--- src/rtl/sram_mem_ctrl.sv ---
// rtl/sram_mem_ctrl.sv - 32-bit MEM-stage accesses split into two 16-bit async SRAM accesses
module sram_mem_ctrl #(
  parameter logic [31:0] BASE_ADDR  = 32'd1024,
  parameter int          ACC_CYCLES = 3,
  parameter int          SRAM_AW    = 18
) (
  input  logic               clk,
  input  logic               rst,
  input  logic               wr_en,
  input  logic               rd_en,
  input  logic [31:0]        address,
  input  logic [31:0]        write_data,
  output logic [31:0]        read_data,
  output logic               ready,
  output logic [SRAM_AW-1:0] sram_addr,
  output logic [15:0]        sram_dq_out,
  input  logic [15:0]        sram_dq_in,
  output logic               sram_dq_oe,
  output logic               sram_we_n,
  output logic               sram_oe_n
);

  localparam int CW = (ACC_CYCLES > 1) ? $clog2(ACC_CYCLES) : 1;
  localparam logic [CW-1:0] CNT_LAST = CW'(ACC_CYCLES - 1);

  typedef enum logic [1:0] {
    IDLE = 2'd0,
    LOW  = 2'd1,
    HIGH = 2'd2,
    DONE = 2'd3
  } state_t;

  state_t             state;
  logic [CW-1:0]      cnt;
  logic               op_wr;
  logic [SRAM_AW-2:0] word_r;
  logic [15:0]        data_hi_r;

  logic [31:0]        off;
  logic [SRAM_AW-2:0] req_word;
  logic               req;
  logic               unused_off_bits;

  // Byte offset from the SRAM window base; the low two bits select a byte within the word and are dropped.
  assign off             = address - BASE_ADDR;
  assign req_word        = off[SRAM_AW:2];
  assign unused_off_bits = ^{off[31:SRAM_AW+1], off[1:0]};
  assign req             = wr_en | rd_en;

  // The pipeline freezes on ~ready, so a request seen in IDLE must pull ready low in the same cycle.
  assign ready = ((state == IDLE) && !req) || (state == DONE);

  // Access sequencer; SRAM strobes are registered and switched on the same edge that changes phase.
  always_ff @(posedge clk or posedge rst) begin
    if (rst) begin
      state       <= IDLE;
      cnt         <= '0;
      op_wr       <= 1'b0;
      word_r      <= '0;
      data_hi_r   <= '0;
      read_data   <= '0;
      sram_addr   <= '0;
      sram_dq_out <= '0;
      sram_dq_oe  <= 1'b0;
      sram_we_n   <= 1'b1;
      sram_oe_n   <= 1'b1;
    end else begin
      case (state)
        IDLE: begin
          if (req) begin
            op_wr     <= wr_en;
            word_r    <= req_word;
            data_hi_r <= write_data[31:16];
            cnt       <= '0;
            state     <= LOW;
            sram_addr <= {req_word, 1'b0};
            if (wr_en) begin
              sram_we_n   <= 1'b0;
              sram_dq_oe  <= 1'b1;
              sram_dq_out <= write_data[15:0];
            end else begin
              sram_oe_n   <= 1'b0;
            end
          end
        end
        LOW: begin
          if (cnt == CNT_LAST) begin
            cnt         <= '0;
            state       <= HIGH;
            sram_addr   <= {word_r, 1'b1};
            sram_dq_out <= data_hi_r;
            if (!op_wr) begin
              read_data[15:0] <= sram_dq_in;
            end
          end else begin
            cnt <= cnt + 1'b1;
          end
        end
        HIGH: begin
          if (cnt == CNT_LAST) begin
            cnt        <= '0;
            state      <= DONE;
            sram_we_n  <= 1'b1;
            sram_oe_n  <= 1'b1;
            sram_dq_oe <= 1'b0;
            if (!op_wr) begin
              read_data[31:16] <= sram_dq_in;
            end
          end else begin
            cnt <= cnt + 1'b1;
          end
        end
        DONE: begin
          state <= IDLE;
        end
        default: begin
          state <= IDLE;
        end
      endcase
    end
  end

endmodule

--- config.mk ---
export PLATFORM = sky130hd
export DESIGN_NAME = sram_mem_ctrl
export DESIGN_NICKNAME = d
export VERILOG_FILES = /design/src/rtl/sram_mem_ctrl.sv
export SDC_FILE = /design/constraint.sdc
export NUM_CORES = 1
export LEC_CHECK = 0
export CELL_PAD_IN_SITES_DETAIL_PLACEMENT = 1
export CELL_PAD_IN_SITES_GLOBAL_PLACEMENT = 1
export CORE_ASPECT_RATIO = 1.75
export CORE_UTILIZATION = 38
export CTS_CLUSTER_SIZE = 24
export DETAILED_ROUTE_END_ITERATION = 6
export PLACE_DENSITY_LB_ADDON = 0.2
export SYNTH_ARGS = -nofsm -noshare
export SYNTH_HDL_FRONTEND = slang
export SYNTH_SLANG_ARGS = --single-unit
export TNS_END_PERCENT = 100
--- constraint.sdc ---
create_clock -name clk -period 4.95 [get_ports clk]
set_input_delay 0.7425 -clock clk [delete_from_list [all_inputs] [get_ports clk]]
set_output_delay 0.7425 -clock clk [all_outputs]
set_load 0.03 [all_outputs]
==> impl_metrics.env, run 1 <==
export IMPL_ys_types=36
export IMPL_cts_max_path_buffers=2
export IMPL_clk_pin_slew_ps=70
export IMPL_postCtsResizedCells=0
export IMPL_antenna_left=0
export IMPL_numCtsBuffers=9
export IMPL_cp_slowest_cell="clkdlybuf4s50_1"
export IMPL_layout_drive_gt1_share_pct=17.7
export IMPL_n_fill_cell=1206
export IMPL_layout_commonest_cell="clkdlybuf4s50_1"
export IMPL_cap_violations=0
export IMPL_clock_skew_ps=4.68
export IMPL_worst_slew_pin_slew_ps=1010
export IMPL_gp_congestion=0.712
export IMPL_n_antenna_cell=0
export IMPL_nNetsFinal=598
export IMPL_switching_share_pct=41.1
export IMPL_die_x_um=85.1
export IMPL_p_int_mw=2.70
export IMPL_fp_row_count=52
export IMPL_dieArea_mm2=0.0126
export IMPL_core_area_mm2=0.0116
export IMPL_power_frac_comb_pct=51.3
export IMPL_final_cell_mix="clkdlybuf4s50_1 (138), dfrtp_1 (105), mux2_2 (58)"
export IMPL_drtIter0Drc=89
export IMPL_grt_ovfl_total=0
export IMPL_critPathMostFrequentCell="clkdlybuf4s50_1"
export IMPL_antenna_found_initial=0
export IMPL_htree_levels=3
export IMPL_initial_utilization_pct=39.5
export IMPL_max_vdd_ir_drop_v=0.000313
export IMPL_fin_crit_sh_pct=67.7
export IMPL_routed_wl_mm=11.0
export IMPL_leakagePower_nw=2.66
export IMPL_dp_hpwl_mm=7.81
export IMPL_ys_ff_latch=107
export IMPL_power_density_mw_per_mm2=719
export IMPL_end_kind="primary output"
export IMPL_power_share_clock_pct=14.8
export IMPL_p_sw_mw=1.88
export IMPL_grt_setup_unrepaired="no"
export IMPL_via_per_inst=5.06
export IMPL_min_path_type="reg2reg"
export IMPL_timing_slew_headroom_pct=32.6
export IMPL_layout_min_cycle_time_ps=3350
export IMPL_seq_power_share_pct=33.9
export IMPL_yosys_warnings=0
export IMPL_placed_area_mm2=0.00609
export IMPL_fmax_ghz=0.298
export IMPL_finalHoldViolCount=0
export IMPL_utilization_pct=54.7
export IMPL_worstPathArrival_ps=2610
export IMPL_path_class="in2out"
export IMPL_synth_nets=464
export IMPL_setup_worst_path_start_class="primary input"
export IMPL_fin_area_mm2=0.00637
export IMPL_synth_area_per_cell_um2=12.3
export IMPL_area_growth_pct=38.6
export IMPL_io_buffers=138
export IMPL_cts_root_buf="clkbuf_16"
export IMPL_clk_latency_ps=350
export IMPL_die_y_um=147
export IMPL_grt_pass1_wl_mm=17.6
export IMPL_ios=154
export IMPL_path_cells="clkdlybuf4s50_1 > or3b_1 > nand2b_1 > clkdlybuf4s50_1"
export IMPL_syn_area_mm2=0.00460
export IMPL_postCtsSetupBuffers=0
export IMPL_drtPass1Iterations=4
export IMPL_cts_sinks=107
export IMPL_drc=0
export IMPL_grt_pass1_vias=3468
export IMPL_setup_viol=0
export IMPL_required_ps=4210
export IMPL_grt_max_degree=79
export IMPL_timing_hold_ws_ps=480
export IMPL_cts_tree="yes"
export IMPL_synth_seq_area_share_pct=58.3
export IMPL_wl_per_cell_um=16.9
export IMPL_critPathMaxFanout=8
export IMPL_vias=3287
export IMPL_tns_ps=0
export IMPL_maxSlewViolCount=0
export IMPL_max_stage_delay_ps=670
export IMPL_grt_use_total_pct=18.1
export IMPL_status="complete, no violations"
export IMPL_syn_inst=375
export IMPL_cts_hold_buf=0
-- critical path: cells and delay by family --
kind                   cells  cell delay [ps]
buffers and inverters      2             1180
AND/OR/NAND/NOR            2              690
-- power by group through the flow --
stage | clock network [mW] | logic, mW | registers (mW)
global placement | 0 | 2.32 | 1.54
floorplan | 0 | 0.981 | 2.07
finish | 0.679 | 2.35 | 1.55
detailed placement | 0 | 2.38 | 1.57
CTS | 0.704 | 2.39 | 1.56
global route | 0.735 | 2.52 | 1.61
-- final timing paths --
path	cells after the start	end	startpoint	slack (ps)
min	2	sram_addr[0]	sram_addr[0]	480
max	4	ready	rd_en	1600
min in group asynchronous	2	read_data[18]	rst	960
max in group asynchronous	3	sram_oe_n	rst	2950
max reg2reg	7	sram_dq_out[10]	state[1]	2340
min reg2reg	2	sram_addr[0]	sram_addr[0]	480
-- layout make-up --
cell class / instances / area (um^2) / share of cell area [%]
Timing Repair Buffer: 142 / 1410 / 22.2
Clock inverter: 7 / 52.6 / 0.825
Multi-Input combinational cell: 243 / 1810 / 28.4
Sequential cell: 107 / 2680 / 42.1
Tap cell: 135 / 169 / 2.65
Clock buffer: 9 / 225 / 3.54
Inverter: 6 / 25.0 / 0.393
-- Yosys cell counts (all sizes together) --
library cell    n  share of area [%]
a211oi          2               0.44
a21oi          25                2.7
a31o            1               0.19
and3b           1               0.19
buf            16                2.1
clkbuf          3               0.25
dfrtp         105                 57
dfstp           2                1.1
ha              5                1.4
inv             6               0.49
mux2           58                 14
mux2i          24                5.2
nand2          37                3.0
nand2b          4               0.54
nand3           5               0.54
nand3b          1               0.16
nor2           29                2.4
nor2b           2               0.27
nor3            1               0.11
nor3b           3               0.98
nor4            1               0.46
o211ai          4               0.76
o21a            1               0.16
o21ai          30                3.3
or3b            1               0.19
or4             1               0.25
xnor2           5               0.95
xor2            2               0.38
-- logic make-up (layout without fill, tap and decap cells) --
family	Yosys count	after routing	synth area share (%)
flip-flops	107	107	58.3
AND/OR/NAND/NOR	86	86	9.09
multiplexers	82	82	19.4
AO/OA/AOI/OAI	63	63	7.62
buffers and inverters	25	164	2.83
XOR/XNOR	7	7	1.33
adder cells (fa/ha/maj)	5	5	1.36
-- registers in the layout (all words and copies together), names as in the netlist, 2 cells and up --
register,count
cnt,2
data_hi_r,16
read_data,32
sram_addr,18
sram_dq_out,16
state,2
word_r,17
-- per-layer routing --
layer	wire (um)	track usage, %	vias up
met2	5790	32.8	108
met1	4410	21.0	1614
met4	147	5.59	0
met5	0	0	-
met3	601	4.08	10
li1	-	-	1555
-- metrics by stage --
stage,setup slack [ps],total power [mW],std cells
detailed placement,1600,3.96,633
CTS,1590,4.65,649
global route,1500,4.86,649
global placement,1610,3.85,633
finish,1600,4.58,649
floorplan,1390,3.05,375
(Power assumes the default switching activity.)
==> inputs of run 2 (changes only) <==
CORE_UTILIZATION = 35   (was 38)
clock period = 3.5 ns   (was 4.95 ns; I/O delays follow)
==> impl_metrics.env, run 2 (synthesized netlist as in run 1, its figures left out) <==
export IMPL_clk_latency_ps=350
export IMPL_antenna_found_initial=0
export IMPL_largest_reg_flops=32
export IMPL_clock_skew_ps=9.25
export IMPL_grt_use_total_pct=17.5
export IMPL_leakagePower_nw=2.68
export IMPL_max_stage_delay_ps=670
export IMPL_grt_ovfl_total=0
export IMPL_min_path_type="reg2reg"
export IMPL_die_x_um=88.6
export IMPL_dp_hpwl_mm=8.12
export IMPL_gp_congestion=0.696
export IMPL_path_class="reg2out"
export IMPL_ios=154
export IMPL_fp_row_count=55
export IMPL_timing_slew_headroom_pct=30.0
export IMPL_dieArea_mm2=0.0136
export IMPL_final_cell_mix="clkdlybuf4s50_1 (138), dfrtp_1 (105), mux2_2 (58)"
export IMPL_power_density_mw_per_mm2=1020
export IMPL_grt_setup_unrepaired="no"
export IMPL_core_area_mm2=0.0129
export IMPL_wl_per_cell_um=16.3
export IMPL_reg_top3="read_data x32, sram_addr x18, word_r x17"
export IMPL_area_growth_pct=40.8
export IMPL_fmax_ghz=0.321
export IMPL_postCtsResizedCells=0
export IMPL_cts_max_path_buffers=2
export IMPL_required_ps=2970
export IMPL_layout_min_cycle_time_ps=3120
export IMPL_grt_pass1_wl_mm=18.2
export IMPL_maxSlewViolCount=0
export IMPL_cts_hold_buf=0
export IMPL_max_vdd_ir_drop_v=0.000354
export IMPL_layout_commonest_cell="clkdlybuf4s50_1"
export IMPL_initial_utilization_pct=35.7
export IMPL_numCtsBuffers=9
export IMPL_die_y_um=154
export IMPL_postCtsSetupBuffers=0
export IMPL_drc=0
export IMPL_via_per_inst=4.85
export IMPL_finalHoldViolCount=0
export IMPL_worst_slew_pin_slew_ps=1050
export IMPL_fin_crit_sh_pct=89.1
export IMPL_drtPass1Iterations=4
export IMPL_cp_slowest_cell="clkdlybuf4s50_1"
export IMPL_end_kind="primary output"
export IMPL_cts_sinks=107
export IMPL_clk_pin_slew_ps=80
export IMPL_cts_root_buf="clkbuf_16"
export IMPL_status="complete, no violations"
export IMPL_tns_ps=0
export IMPL_power_total_mw=6.60
export IMPL_critPathMaxFanout=11
export IMPL_antenna_left=0
export IMPL_setup_worst_path_start_class="flip-flop"
export IMPL_top_register="read_data"
export IMPL_n_antenna_cell=0
export IMPL_vias=3320
export IMPL_nNetsFinal=598
export IMPL_cap_violations=0
export IMPL_routed_wl_mm=11.2
export IMPL_drtIter0Drc=68
export IMPL_cts_tree="yes"
export IMPL_path_cells="inv_1 > ha_1 > or3b_1 > nand2b_1 > clkdlybuf4s50_1"
export IMPL_layout_drive_gt1_share_pct=17.7
export IMPL_htree_levels=3
export IMPL_worstPathArrival_ps=2590
export IMPL_grt_max_degree=56
export IMPL_setup_viol=0
export IMPL_io_buffers=138
export IMPL_grt_pass1_vias=3631
## run 2: cell types whose count changed in the layout (fill, tap and decap cells not counted), moves of 2 or more
cell	delta
buf_12	+2
buf_4	-2
clkinv_2	-2
inv_8	+2
## run 2: path summary, 6_finish.rpt
path	startpoint	endpoint	slack (ps)	cells past startpoint
worst max-delay path	state[1]	ready	380	5
worst min-delay path	sram_addr[2]	sram_addr[2]	480	2
worst max register to register	state[1]	sram_addr[4]	820	5
worst min register to register	sram_addr[2]	sram_addr[2]	480	2
max in group asynchronous	rst	sram_oe_n	2050	3
min in group asynchronous	rst	sram_addr[3]	650	2
## run 2: layout make-up
type,count,area (um^2)
clock buffer,9,225
clock inverter,7,85.1
fill,1383,6400
inverter,6,25.0
multi-input combinational,243,1810
sequential,107,2680
tap,171,214
timing repair buffer,142,1440
## run 2: stage by stage
stage / hold WS [ps] / utilization [%] / instance area, um^2 / setup slack (ps) / std cells
final: 481 / 50.3 / 6470 / 380 / 685
after global routing: 503 / 50.3 / 6470 / 232 / 685
after floorplan: 449 / - / 4600 / 161 / 375
after global placement: 461 / 47.9 / 6160 / 578 / 669
after detailed placement: 471 / 47.9 / 6160 / 588 / 669
after CTS: 488 / 50.3 / 6470 / 339 / 685
## run 2: routing by layer
layer	global-route usage [%]	share of wire (%)	wire, um
met3	4.03	5.2	580
met5	0	0	0
met2	32.2	54	6090
met4	4.84	1.2	133
met1	19.7	39	4380
## run 2: worst max-delay path: cells and delay by family, from the launching register on
family	cells	cell delay [ps]
adder cells (fa/ha/maj)	1	420
flip-flops	1	400
buffers and inverters	2	780
AND/OR/NAND/NOR	2	650
## run 2: where the power goes
group / switching, mW / total [mW] / internal (mW)
combinational: 1.88 / 3.35 / 1.47
clock: 0.484 / 1.05 / 0.569
sequential: 0.331 / 2.19 / 1.86
total: 2.69 / 6.60 / 3.91
